==> src/rtl/pic_request_resolver_if.sv <==
// Request/acknowledge bundle between the CPU side and the PIC resolver.
// intr is the interrupt line to the CPU (int is a reserved word).
interface pic_request_resolver_if;
  logic [7:0] ir;
  logic [7:0] imr;
  logic       ltim;
  logic       inta;
  logic       eoi;
  logic       intr;
  logic [7:0] int_no;
  logic [7:0] vector;
  logic       vector_valid;

  modport master (
    output ir, imr, ltim, inta, eoi,
    input  intr, int_no, vector, vector_valid
  );

  modport slave (
    input  ir, imr, ltim, inta, eoi,
    output intr, int_no, vector, vector_valid
  );
endinterface

==> src/rtl/pic_request_resolver.sv <==
// IRR latch, mask, priority pick and two-pulse INTA handshake.
// Optional rotating priority: define PIC_ROTATE_PRIORITY_EN.
module pic_request_resolver #(
  parameter logic [4:0] VECTOR_BASE = 5'b00100
) (
  input logic clk,
  input logic rst_n,
  pic_request_resolver_if.slave bus
);

  typedef enum logic [1:0] {
    IDLE,
    REQ,
    ACK1,
    SVC
  } state_t;

  state_t     state;
  logic [7:0] irr;
  logic [7:0] ir_q;
  logic [7:0] int_no_q;
  logic [7:0] vector_q;
  logic       vector_valid_q;
  logic [2:0] id_q;
  logic       spur_q;

  logic [7:0] pending;
  logic [2:0] start;
  logic [2:0] idx;
  logic       grant_hit;
  logic [2:0] grant_id;
  logic [7:0] grant_oh;
  logic [7:0] clr;
  logic [7:0] irr_next;

`ifdef PIC_ROTATE_PRIORITY_EN
  logic [2:0] ptr;
  assign start = ptr + 3'd1;
`else
  assign start = 3'd0;
`endif

  assign pending  = irr & ~bus.imr;
  assign grant_oh = 8'b1 << grant_id;

  // Circular search for the first pending line from start.
  always_comb begin
    grant_hit = 1'b0;
    grant_id  = 3'd7;
    idx       = 3'd0;
    for (int k = 0; k < 8; k++) begin
      idx = start + 3'(k);
      if (!grant_hit && pending[idx]) begin
        grant_hit = 1'b1;
        grant_id  = idx;
      end
    end
  end

  // Next IRR: live line in level mode, edge capture with set-wins.
  always_comb begin
    clr = 8'h00;
    if (state == REQ && bus.inta && grant_hit)
      clr = grant_oh;
    if (bus.ltim)
      irr_next = bus.ir;
    else
      irr_next = (irr & ~clr) | (bus.ir & ~ir_q);
  end

  // Handshake FSM with registered grant, vector and qualifier.
  always_ff @(posedge clk) begin
    if (!rst_n) begin
      state          <= IDLE;
      irr            <= 8'h00;
      ir_q           <= 8'h00;
      int_no_q       <= 8'h00;
      vector_q       <= 8'h00;
      vector_valid_q <= 1'b0;
      id_q           <= 3'd0;
      spur_q         <= 1'b0;
`ifdef PIC_ROTATE_PRIORITY_EN
      ptr            <= 3'd7;
`endif
    end else begin
      ir_q           <= bus.ir;
      irr            <= irr_next;
      vector_valid_q <= 1'b0;
      case (state)
        IDLE: begin
          if (|pending)
            state <= REQ;
        end
        REQ: begin
          if (bus.inta) begin
            if (grant_hit) begin
              int_no_q <= grant_oh;
              id_q     <= grant_id;
              spur_q   <= 1'b0;
            end else begin
              int_no_q <= 8'h00;
              id_q     <= 3'd7;
              spur_q   <= 1'b1;
            end
            state <= ACK1;
          end
        end
        ACK1: begin
          if (bus.inta) begin
            vector_q       <= {VECTOR_BASE, id_q};
            vector_valid_q <= 1'b1;
            state          <= spur_q ? IDLE : SVC;
          end
        end
        SVC: begin
          if (bus.eoi) begin
            int_no_q <= 8'h00;
`ifdef PIC_ROTATE_PRIORITY_EN
            ptr      <= id_q;
`endif
            state    <= IDLE;
          end
        end
        default: state <= IDLE;
      endcase
    end
  end

  assign bus.intr         = (state == REQ);
  assign bus.int_no       = int_no_q;
  assign bus.vector       = vector_q;
  assign bus.vector_valid = vector_valid_q;

endmodule

==> src/flat_wrapper.sv <==
// flat-port wrapper written by rule: the top's interface ports become plain ports
module pic_request_resolver_flat 
#(
  parameter logic [4:0] VECTOR_BASE = 5'b00100
)
  (clk, rst_n, bus_ir, bus_imr, bus_ltim, bus_inta, bus_eoi, bus_intr, bus_int_no, bus_vector, bus_vector_valid);
  pic_request_resolver_if bus_i ();
  input logic clk;
  input logic rst_n;
  input wire logic [$bits(bus_i.ir)-1:0] bus_ir;
  input wire logic [$bits(bus_i.imr)-1:0] bus_imr;
  input wire logic [$bits(bus_i.ltim)-1:0] bus_ltim;
  input wire logic [$bits(bus_i.inta)-1:0] bus_inta;
  input wire logic [$bits(bus_i.eoi)-1:0] bus_eoi;
  output wire logic [$bits(bus_i.intr)-1:0] bus_intr;
  output wire logic [$bits(bus_i.int_no)-1:0] bus_int_no;
  output wire logic [$bits(bus_i.vector)-1:0] bus_vector;
  output wire logic [$bits(bus_i.vector_valid)-1:0] bus_vector_valid;
  assign bus_i.ir = bus_ir;
  assign bus_i.imr = bus_imr;
  assign bus_i.ltim = bus_ltim;
  assign bus_i.inta = bus_inta;
  assign bus_i.eoi = bus_eoi;
  assign bus_intr = bus_i.intr;
  assign bus_int_no = bus_i.int_no;
  assign bus_vector = bus_i.vector;
  assign bus_vector_valid = bus_i.vector_valid;
  pic_request_resolver #(.VECTOR_BASE(VECTOR_BASE)) u_core (.clk(clk), .rst_n(rst_n), .bus(bus_i));
endmodule
==> config.mk <==
export PLATFORM = sky130hd
export DESIGN_NAME = pic_request_resolver_flat
export DESIGN_NICKNAME = d
export VERILOG_FILES = /design/src/rtl/pic_request_resolver_if.sv /design/src/rtl/pic_request_resolver.sv /design/src/flat_wrapper.sv
export SDC_FILE = /design/constraint.sdc
export NUM_CORES = 1
export LEC_CHECK = 0
export CAP_MARGIN = 20
export CORE_MARGIN = 2
export CORE_UTILIZATION = 45
export DETAILED_ROUTE_END_ITERATION = 12
export GPL_ROUTABILITY_DRIVEN = 0
export PLACE_DENSITY = 0.75
export SETUP_SLACK_MARGIN = 0.2
export SLEW_MARGIN = 25
export SYNTH_ARGS = -nofsm -noshare
export SYNTH_HDL_FRONTEND = slang
export SYNTH_SLANG_ARGS = --single-unit
==> constraint.sdc <==
create_clock -name clk -period 5.4 [get_ports clk]
set_clock_uncertainty 0.15 [all_clocks]
set_input_delay 0.54 -clock clk [delete_from_list [all_inputs] [get_ports clk]]
set_output_delay 0.54 -clock clk [all_outputs]
set_load 0.1 [all_outputs]
==> results.yml, run 1 <==
synth:
  synth_mux_area_frac: 0.0277
  synth-xor-area-share: 0
  synth.largest_area_cell: "dfxtp_1"
  ys.flop_type: "dfxtp_1"
  synth-simple-area-share: 0.249
  synth.area.top_cells: "dfxtp_1 47%, a21oi_1 5.7%, and2_1 3.8%"
  synth_top_area_share: 0.469
  yosysSeqAreaShare: 0.469
  yosys.area_share.adder: 0
  synth-edff-count: 0
  syn_inst: 169
  ys_warn_count: 0
  synth_compound_area_frac: 0.193
  synth_top_family_by_area: "simple AND/OR/NAND/NOR gates"
  syn_avg_cell_area_um2: 8.83
  async_flop_share: 0
  yosys_register_bits: 35
  synth_area_um2: 1490
  synth_cell_types: 37
critical_path:
  critPathRequiredTime_ps: 4710
  crit_type: "flip-flop to primary output"
  crit_fanout: 10
  cp_slowest_stage_delay_ps: 1140
  critPathLaunchType: "flip-flop"
  endpoint_kind: "primary output"
  cp_cell_sequence: "nor2b_1 -> clkdlybuf4s50_1"
  critPathSlowestCell: "clkdlybuf4s50_1"
  worstPathArrival_ps: 2190
clock_tree:
  clk_path_buf_depth: 2
  clk_latency_ps: 340
  cts_hold_buf: 0
  cts_root_buffer: "clkbuf_4"
  htreeDepth: 2
  cts_resized: 0
  cts.reportedPaths.clkPinSlew_ps: 110
  clkSinkCount: 35
  cts_tree: "done"
  cts_setup_buffers: 0
  cts_buffers: 5
floorplanning:
  initial_core_util: 0.481
  chipWidth_um: 61.6
  core_area_um2: 3100
  rows: 20
  pin_count: 39
  fp.dieH_um: 61.6
  die-area_um2: 3790
global_route:
  grt.busiest_layer: "met2"
  antenna_found_initial: 0
  grt_first_pass_wirelength_mm: 5.53
  use_met2: 0.323
  met3_usage: 0.0609
  grt_usage: 0.200
  grt_overflow: 0
  grt_max_degree: 17
  first_global_vias: 1272
  grt_util_met1: 0.246
job:
  maxCapViolCount: 0
timing:
  max_freq_ghz: 0.347
  rsz0062_at_grt: "no"
  max_slew.worst_pin.slew_ps: 973
  layout_min_cycle_time_ps: 2880
  hold_viol: 0
  final-setup-viol-count: 0
  slew_violations: 0
  setup_tns_ps: 0
  slew_headroom: 0.349
  holdWs_ps: 311
  timing.final.crit_share: 0.533
route:
  routed_via_density: 5.36
  ant_nets: 0
  firstDrtPassIters: 4
  drt_iter0_drc: 66
  drt-total-wl_mm: 3.34
  dr_total_vias: 1325
  drc_errors: 0
  wire_per_inst_um: 13.5
power:
  seqPwrFrac: 0.533
  ir_drop_uv: 129
  power.density_nw_per_um2: 281
  p_leak_nw: 0.712
  power_w: 0.000529
  clkPwrFrac: 0.256
  netSwitchingFraction: 0.317
  pwr-share-comb: 0.211
  p_sw_w: 0.000168
  cell_internal_pwr_w: 0.000361
cells_and_area:
  area_delta_synth_final_pct: 26.2
  drive_above_1_share: 0.0542
  final_common_cell: "dfxtp_1"
  most-common-layout-cells: "35 x dfxtp_1, 34 x clkdlybuf4s50_1, 17 x a21oi_1"
  antenna_cells: 0
  layout.nets: 223
  stdcell_count: 247
worst_hold_path:
  min_path_type: "flip-flop to flip-flop"
outcome:
  status: "completed"
place:
  hpwl_mm: 2.54
  port_buffers: 34
  placed_cells: 239
worst max-delay path, delay by kind of cell, from the launching register on:
| family | cells | cell delay (ps) |
|---|---|---|
| buffers and inverters | 1 | 1140 |
| flip-flops | 1 | 540 |
| AND/OR/NAND/NOR | 1 | 180 |
power by group through the flow:
stage	logic, W	clock network [W]	registers [W]
finish	0.000112	0.000136	0.000282
global route	0.000120	0.000151	0.000285
CTS	0.000111	0.000138	0.000282
detailed placement	0.000111	0	0.000288
global placement	0.000109	0	0.000287
floorplan	0.0000748	0	0.000295
kinds of logic (layout without fill, tap and decap cells):
logic type / Yosys count / in the layout
AO/OA/AOI/OAI: 45 / 45
other: 1 / 4
buffers and inverters: 17 / 48
AND/OR/NAND/NOR: 67 / 67
flip-flops: 35 / 35
multiplexers: 4 / 4
cell usage after synthesis (2+ instances only):
| cell | instances |
|---|---|
| dfxtp_1 | 35 |
| a21oi_1 | 17 |
| nand2_1 | 12 |
| nor2_1 | 10 |
| and2_1 | 9 |
| nor2b_1 | 8 |
| nand3_1 | 7 |
| buf_4 | 6 |
| inv_1 | 6 |
| nand2b_1 | 6 |
| o21ai_0 | 6 |
| nor3_1 | 5 |
| a21boi_0 | 4 |
| clkbuf_1 | 4 |
| o211ai_1 | 4 |
| mux2i_1 | 3 |
| nor4_1 | 3 |
| a22oi_1 | 2 |
| o21ai_1 | 2 |
| o21ai_2 | 2 |
| or3_1 | 2 |
flip-flops by register name, summed over array words and instances, names as in the netlist:
| register | flops |
|---|---|
| u_core.id_q | 3 |
| u_core.state | 2 |
| u_core.bus.int_no | 8 |
| u_core.bus.vector_valid | 1 |
| u_core.irr | 8 |
| u_core.ir_q | 8 |
| u_core.spur_q | 1 |
| u_core.bus.vector | 4 |
metal layers:
metal,up-vias,routed length [um]
met4,0,69
met2,47,1620
met3,10,187
li1,657,-
met5,-,0
met1,611,1460
metrics by stage:
stage | setup WS [ps] | area [um2] | utilization
floorplan | 2870 | 1500 | -
global placement | 2780 | 1830 | 0.591
detailed placement | 2660 | 1830 | 0.591
CTS | 2520 | 1880 | 0.607
global route | 2420 | 1880 | 0.607
finish | 2520 | 1880 | 0.607
final timing paths:
path	start	endpoint	slack, ps	cells past startpoint
worst min-delay path	u_core.bus.vector[5]	u_core.bus.vector[5]	310	2
worst max register to register	u_core.irr[0]	u_core.irr[4]	3340	4
worst min register to register	u_core.bus.vector[5]	u_core.bus.vector[5]	310	2
worst max-delay path	u_core.state[0]	bus_intr	2520	2
layout make-up:
cell class                 count  area [um2]
inverter                       6        22.5
fill                         317        1220
timing repair buffer          34         340
tap                           44        55.1
clock inverter                 1        5.00
multi-input combinational    120         716
clock buffer                   7        45.0
sequential                    35         701
(Power assumes the default switching activity.)
==> run 2: changes to the inputs <==
- clock period: 5.4 -> 3 ns (I/O delays scaled with it)
==> run 2 against run 1 <==
  * Worst hold slack worse by 1.3 ps
  * Cell count grew 0.40%
  * Clock-buffer cell count is 1 lower
  * Critical path depth increased by 3
  * Sequential cell count unchanged
  * Largest cell class unchanged
  * First-iteration DRC count up 18%
  * Critical endpoint is now u_core.bus.int_no[7]
  * Via count is 0.30% lower
  * Combinational power is 78% higher
==> results.yml, run 2 (synthesis results as in run 1) <==
outcome:
  status: "completed"
power:
  power.density_nw_per_um2: 562
  p_leak_nw: 0.764
  ir_drop_uv: 440
timing:
  setup_tns_ps: 0
  timing.final.crit_share: 0.692
  slew_violations: 0
  rsz0062_at_grt: "no"
  final-setup-viol-count: 0
  max_slew.worst_pin.slew_ps: 756
  hold_viol: 0
  timing.final.ws_setup_ps: 925
  layout_min_cycle_time_ps: 2080
  slew_headroom: 0.496
  holdWs_ps: 310
  max_freq_ghz: 0.482
cells_and_area:
  fin_util: 0.610
  area_delta_synth_final_pct: 26.8
  layout.nets: 224
  most-common-layout-cells: "35 x dfxtp_1, 20 x clkdlybuf4s50_1, 17 x a21oi_1"
  antenna_cells: 0
  stdcell_count: 248
  seqCellArea_um2: 701
  fill_cells: 306
  final_common_cell: "dfxtp_1"
  multi_input_area_um2: 716
  drive_above_1_share: 0.137
route:
  firstDrtPassIters: 4
  drc_errors: 0
  routed_via_density: 5.33
  wire_per_inst_um: 13.3
  dr_total_vias: 1321
  ant_nets: 0
  drt_iter0_drc: 78
  drt-total-wl_mm: 3.29
clock_tree:
  clk_latency_ps: 350
  cts_setup_buffers: 0
  cts_buffers: 5
  htreeDepth: 2
  clk_path_buf_depth: 2
  cts_resized: 0
  clkSinkCount: 35
  cts.reportedPaths.clkPinSlew_ps: 110
  cts_hold_buf: 0
  cts_root_buffer: "clkbuf_4"
  cts_tree: "done"
floorplanning:
  core_area_um2: 3100
  fp.dieH_um: 61.6
  chipWidth_um: 61.6
  rows: 20
  initial_core_util: 0.481
  die-area_um2: 3790
  pin_count: 39
place:
  placed_cells: 240
  hpwl_mm: 2.51
  port_buffers: 34
  place_ws_ps: 573
global_route:
  grt_first_pass_wirelength_mm: 5.28
  grt_overflow: 0
  grt_max_degree: 17
  first_global_vias: 1231
  antenna_found_initial: 0
  grt_usage: 0.193
critical_path:
  critPathRequiredTime_ps: 3140
  critPathSlowestCell: "clkdlybuf4s50_1"
  reg2reg_to: "u_core.bus.int_no[7]"
  worstPathArrival_ps: 2210
  crit_fanout: 8
  cp_slowest_stage_delay_ps: 640
  rr_worst_depth: 4
  crit_type: "input port to flip-flop"
  timing.reg2reg.setup_slack_ps: 980
  critPathLaunchType: "input port"
  reg2reg_from: "u_core.state[0]"
  endpoint_kind: "flip-flop"
  cp_cell_sequence: "clkdlybuf4s50_1 -> nand3b_4 -> or3_1 -> or4_4 -> o21ai_2"
worst_hold_path:
  whs_endpoint: "u_core.bus.vector[5]"
  hold_depth: 2
  min_path_type: "flip-flop to flip-flop"
  hp-start: "u_core.bus.vector[5]"
job:
  maxCapViolCount: 0
==> run 2: cell count changes in the layout (fill, tap and decap cells not counted), sizes merged <==
cell           previous run  this run
buf                       0        15
clkdlybuf4s50            34        20
bufinv                    0         1
clkbuf                    7         6
==> run 2: power breakdown <==
| part | total (W) | switching [W] | leakage (nW) | internal [W] |
|---|---|---|---|---|
| Combinational | 0.000199 | 0.000130 | 0.428 | 0.0000692 |
| Clock | 0.000356 | 0.000159 | 0.0482 | 0.000197 |
| Sequential | 0.000509 | 0.0000196 | 0.288 | 0.000489 |
| Total | 0.00106 | 0.000309 | 0.764 | 0.000755 |
==> run 2: worst max path at each step <==
stage,startpoint,to,depth (start not counted)
5_1_grt,u_core.irr[0],u_core.bus.int_no[5],4
2_1_floorplan,u_core.state[1],bus_intr,2
3_5_place_dp,bus_inta,u_core.bus.int_no[7],5
6_report,bus_inta,u_core.bus.int_no[7],5
4_1_cts,bus_inta,u_core.bus.int_no[7],5
3_3_place_gp,bus_inta,u_core.bus.int_no[7],5
==> run 2: cell type report <==
class | count | share of cell area
clock buffer | 6 | 0.0271
tap | 44 | 0.0291
timing repair buffer | 35 | 0.165
inverter | 6 | 0.0119
clock inverter | 2 | 0.0185
multi-input combinational | 120 | 0.378
sequential | 35 | 0.370
==> run 2: per-stage QoR <==
stage	instance area, um2	power, W
floorplan	1500	0.000665
global placement	1810	0.000712
detailed placement	1810	0.000718
CTS	1890	0.00107
global route	1890	0.00110
finish	1890	0.00106
==> run 2: metal layers <==
metal | global-route usage | vias up | part of all wire
li1 | - | 663 | -
met1 | 0.219 | 601 | 0.43
met2 | 0.319 | 47 | 0.49
met3 | 0.0693 | 10 | 0.060
met4 | 0.0973 | 0 | 0.023
met5 | 0 | - | 0
==> run 2: critical path, delay by kind of cell <==
family / cells / cell delay, ps
buffers and inverters: 1 / 640
and+or+nand+nor: 3 / 1150
AOI/OAI and AO/OA: 1 / 120
==> run 3: changes to the inputs <==
- CORE_UTILIZATION: 45 -> 43
- clock period: 3 -> 1.8 ns (I/O delays scaled with it)
==> run 3 against run 2 <==
  * Die area up 4.3%
  * Sequential power grew 66%
  * Sequential share of layout area down 6.4 points
  * Highest routed layer unchanged
  * Largest power group unchanged
==> results.yml, run 3 (synthesis results as in run 1) <==
power:
  p_sw_w: 0.000563
  clkPwrFrac: 0.354
  ir_drop_uv: 882
  seqPwrFrac: 0.420
  cell_internal_pwr_w: 0.00144
  power.density_nw_per_um2: 867
  pwr-share-comb: 0.226
  netSwitchingFraction: 0.280
  p_leak_nw: 0.918
timing:
  final-setup-viol-count: 0
  layout_min_cycle_time_ps: 1680
  max_freq_ghz: 0.596
  timing.final.ws_setup_ps: 124
  slew_violations: 0
  timing.final.crit_share: 0.931
  setup_tns_ps: 0
  slew_headroom: 0.659
  hold_viol: 0
  max_slew.worst_pin.slew_ps: 510
  rsz0062_at_grt: "yes"
clock_tree:
  cts_root_buffer: "clkbuf_4"
  clk_latency_ps: 370
  htreeDepth: 2
  cts.reportedPaths.clkPinSlew_ps: 120
  cts_hold_buf: 0
  clk_path_buf_depth: 2
  clkSinkCount: 35
  cts_tree: "done"
  cts_buffers: 5
cells_and_area:
  antenna_cells: 0
  fill_cells: 279
  drive_above_1_share: 0.278
  seqCellArea_um2: 708
  multi_input_area_um2: 792
  stdcell_count: 269
  final_common_cell: "dfxtp_1"
  layout.nets: 243
  most-common-layout-cells: "31 x dfxtp_1, 20 x clkdlybuf4s50_1, 19 x buf_4"
  area_delta_synth_final_pct: 55.2
floorplanning:
  fp.dieH_um: 62.9
  core_area_um2: 3340
  chipWidth_um: 62.9
  die-area_um2: 3960
  initial_core_util: 0.447
  pin_count: 39
  rows: 21
critical_path:
  worstPathArrival_ps: 1830
  crit_path_start: "u_core.state[1]"
  critPathSlowestCell: "or4_4"
  reg2reg_from: "u_core.state[1]"
  endpoint: "u_core.bus.int_no[7]"
  cp_cell_sequence: "nand3b_4 -> or3_4 -> or4_4 -> o21ai_2"
  cp_slowest_stage_delay_ps: 500
  reg2reg_to: "u_core.bus.int_no[7]"
  critPathRequiredTime_ps: 1950
  timing.reg2reg.setup_slack_ps: 120
  rr_worst_depth: 4
  crit_type: "flip-flop to flip-flop"
  endpoint_kind: "flip-flop"
  critPathLaunchType: "flip-flop"
  crit_fanout: 3
global_route:
  grt_overflow: 0
  grt_usage: 0.214
  first_global_vias: 1476
  grt_first_pass_wirelength_mm: 6.44
  grt_max_degree: 13
  antenna_found_initial: 0
route:
  wire_per_inst_um: 14.7
  drt_iter0_drc: 74
  routed_via_density: 5.25
  dr_total_vias: 1411
  firstDrtPassIters: 4
  ant_nets: 0
  drt-total-wl_mm: 3.94
  drc_errors: 0
job:
  maxCapViolCount: 0
place:
  hpwl_mm: 3.03
  port_buffers: 34
  placed_cells: 258
  place_ws_ps: -227
worst_hold_path:
  min_path_type: "input port to flip-flop"
outcome:
  status: "completed"
[run 3: changes by cell type in the layout (fill, tap and decap cells not counted), sizes merged]
| cell | delta |
|---|---|
| bufinv | +1 |
| buf | +19 |
| clkinv | -1 |
[run 3: worst max-delay path: cells and delay by family, from the launching register on]
family             cells  cell delay, ps
and+or+nand+nor        3            1000
DFF                    1             350
AOI/OAI and AO/OA      1             110
[run 3: metal layers]
metal  share of wire  up-vias  track usage
met3           0.039       11       0.0468
met2            0.53       41        0.379
met1            0.40      666        0.227
met5               0        -            0
met4           0.029        0        0.136
li1                -      693            -
[run 3: stage by stage]
stage	power (W)	cell area, um2	hold WS [ps]	util
5_1_grt	0.00208	2320	255	0.694
3_5_place_dp	0.00127	2120	311	0.634
3_3_place_gp	0.00126	2120	300	0.634
6_report	0.00201	2320	237	0.694
2_1_floorplan	0.00112	1530	148	-
4_1_cts	0.00200	2280	237	0.684
[run 3: final cells by class]
cell class | instances | share of cell area
multi-input combinational | 120 | 0.342
sequential | 35 | 0.306
timing repair buffer | 54 | 0.274
clock buffer | 6 | 0.0178
tap | 46 | 0.0249
inverter | 6 | 0.00972
clock inverter | 2 | 0.0259
[run 3: what timing repair did]
item	4_1_cts	5_1_grt
buffers inserted	3	0
pin swaps	2	4
hold endpoints to repair	0	0
gates resized for setup	11	7
endpoints found under the setup margin	9	13
[run 3: worst min-delay path by stage]
stage	slack, ps	to	startpoint	depth (start not counted)
6_report	240	u_core.ir_q[4]	bus_ir[4]	2
5_1_grt	250	u_core.ir_q[4]	bus_ir[4]	2
4_1_cts	240	u_core.ir_q[0]	bus_ir[0]	2
3_5_place_dp	310	u_core.id_q[1]	u_core.id_q[1]	2
3_3_place_gp	300	u_core.id_q[2]	u_core.id_q[2]	2
2_1_floorplan	150	u_core.state[1]	bus_eoi	1
[run 3: power by group through the flow]
stage               registers [W]  logic, W  clock network, W
floorplan                0.000885  0.000232                 0
global placement         0.000861  0.000397                 0
detailed placement       0.000865  0.000408                 0
CTS                      0.000842  0.000440          0.000713
global route             0.000849  0.000483          0.000746
finish                   0.000844  0.000454          0.000710
==> variant: new RTL, config.mk and constraints of run 2 <==
Build with the macro `PIC_ROTATE_PRIORITY_EN` defined.
--- a/src/rtl/pic_request_resolver.sv
+++ b/src/rtl/pic_request_resolver.sv
@@ -1,4 +1,6 @@
 // IRR latch, mask, priority pick and two-pulse INTA handshake.
 // Optional rotating priority: define PIC_ROTATE_PRIORITY_EN.
+`define PIC_ROTATE_PRIORITY_EN
+
 module pic_request_resolver #(
   parameter logic [4:0] VECTOR_BASE = 5'b00100
Behaviour: not the same (Yosys sat finds a counterexample within 10 cycles, from zero or initial values and one cycle with rst_n low).
==> variant against run 2 <==
The flow now finishes with violations (negative setup slack). Cell area is 98% higher. Register-to-register slack worse by 1.4 ns. Total power up 51%. Wire length is 130% higher. Critical path depth up 6. Synthesized cell count rose by 66%. Global-route usage rose by 4.5 points. Non-clock buffer count rose by 66. Worst setup slack lost 1.4 ns. Sequential cell count grew 3. Cell count up 81%. Core utilization up 3.6 points. Synthesized area rose by 79%. Count of clock-buffer cells in the layout increased by 1.
==> variant: results (changes against run 2) <==
critical_path:
  worstPathArrival_ns: 3.47  # +1.26 ns
  path_max_fanout: 15  # +7
  critical_path.startpoint: "u_core.ptr[0]"
  ff2ff_path_depth: 11  # +7
timing:
  fin_setup_tns_ns: -5.929  # -5.929 ns
  setup_viol: 19  # +19
  whs_ns: 0.3145  # +0.004541 ns
  tightest_slew_ns: 0.5844  # -0.1719 ns
  fin_ws_ns: -0.4353  # -1.360 ns
drt:
  vias: 2619  # +98%
  via_per_inst: 5.833  # +9.5%
  wl_per_cell_um: 17.19  # +30%
layout:
  drive_gt1_share_pct: 37.43  # +24 points
  fill_cells: 472  # +54%
cts:
  clockRootBuffer: "clkbuf_8"
  cts.clk_slew.worst_paths_ns: 0.08  # -0.03 ns
  clk_latency_ns: 0.29  # -0.06 ns
  postCtsSetupRepairBufs: 4  # +4
synthesis:
  synth_common_cells: "dfxtp_1 (38), nand2_1 (27), nand2b_1 (19)"
  synth_cells: 281  # +66%
  synth_cell_types: 74  # +100%
  yosysSeqAreaShare_pct: 28.48  # -18 points
power:
  cellLeakagePower_nw: 1.478  # +94%
  ir_worst_vdd_mv: 0.5434  # +23%
hold_path:
  whs_endpoint: "u_core.bus.int_no[4]"
  hold_start: "u_core.bus.int_no[4]"
place:
  hpwl_um: 5714  # +130%
  dp_cells: 432  # +80%
grt:
  grt_pass1_vias: 2513  # +100%
  grt_pass1_wl_um: 12140  # +130%
  grt_max_degree: 28  # +11
outcome:
  status: "finished, violations left"
  failed_checks: "negative setup slack"
variant: changes by cell type after synthesis, sizes merged, moves of 5 or more:
cell | run 2 | this run
a32o | 1 | 6
mux2i | 3 | 10
nor2b | 8 | 2
or2 | 0 | 6
a31oi | 0 | 5
a22o | 0 | 6
o2111ai | 0 | 5
buf | 7 | 13
nand2 | 12 | 27
mux4 | 0 | 7
a21oi | 17 | 10
nand2b | 6 | 19
variant: cell families (layout without fill, tap and decap cells):
group                      after synthesis  count (layout)  synth area share (%)
xor gates and xnor gates                 4               4                 2.951
AOI/OAI and AO/OA                       81              81                 25.15
DFF                                     38              38                 28.48
muxes                                   22              22                 11.76
other                                    1               4                0.1404
and+or+nand+nor                        110             110                 25.57
buffers and inverters                   23             113                 5.011
adders and majority gates                2               2                0.9366
variant: cell type report:
class	instances	area, sq um	area share (%)
inverters	4	22.52	0.5996
multi-input cells	223	1937	51.57
clock buffers	7	76.32	2.032
flip-flops and latches	38	765.7	20.39
clock inverters	1	30.03	0.7995
well taps	75	93.84	2.498
repair buffers	101	830.8	22.12
variant: routing by layer:
metal  GRT usage (%)  part of all wire [%]  vias up
li1                -                     -     1274
met1           30.58                    43     1242
met3           4.000                   5.7       14
met4           8.475                   1.8        0
met5               0                     0        -
met2           40.25                    50       89
variant: critical path: stages (launching register included):
cell and delay (ns):
dfxtp_4 0.39, inv_8 0.03, ha_4 0.35, nor4bb_2 0.07, or4_4 0.56, buf_6 0.14
a21boi_4 0.15, o211ai_4 0.13, or4b_4 0.54, a22oi_2 0.35, o2111ai_1 0.17, a32o_1 0.28
variant: power breakdown:
group | switching [mW] | internal (mW) | total [mW]
clock | 0.185 | 0.249 | 0.434
combinational | 0.320 | 0.291 | 0.611
sequential | 0.0291 | 0.533 | 0.562
total | 0.534 | 1.07 | 1.61
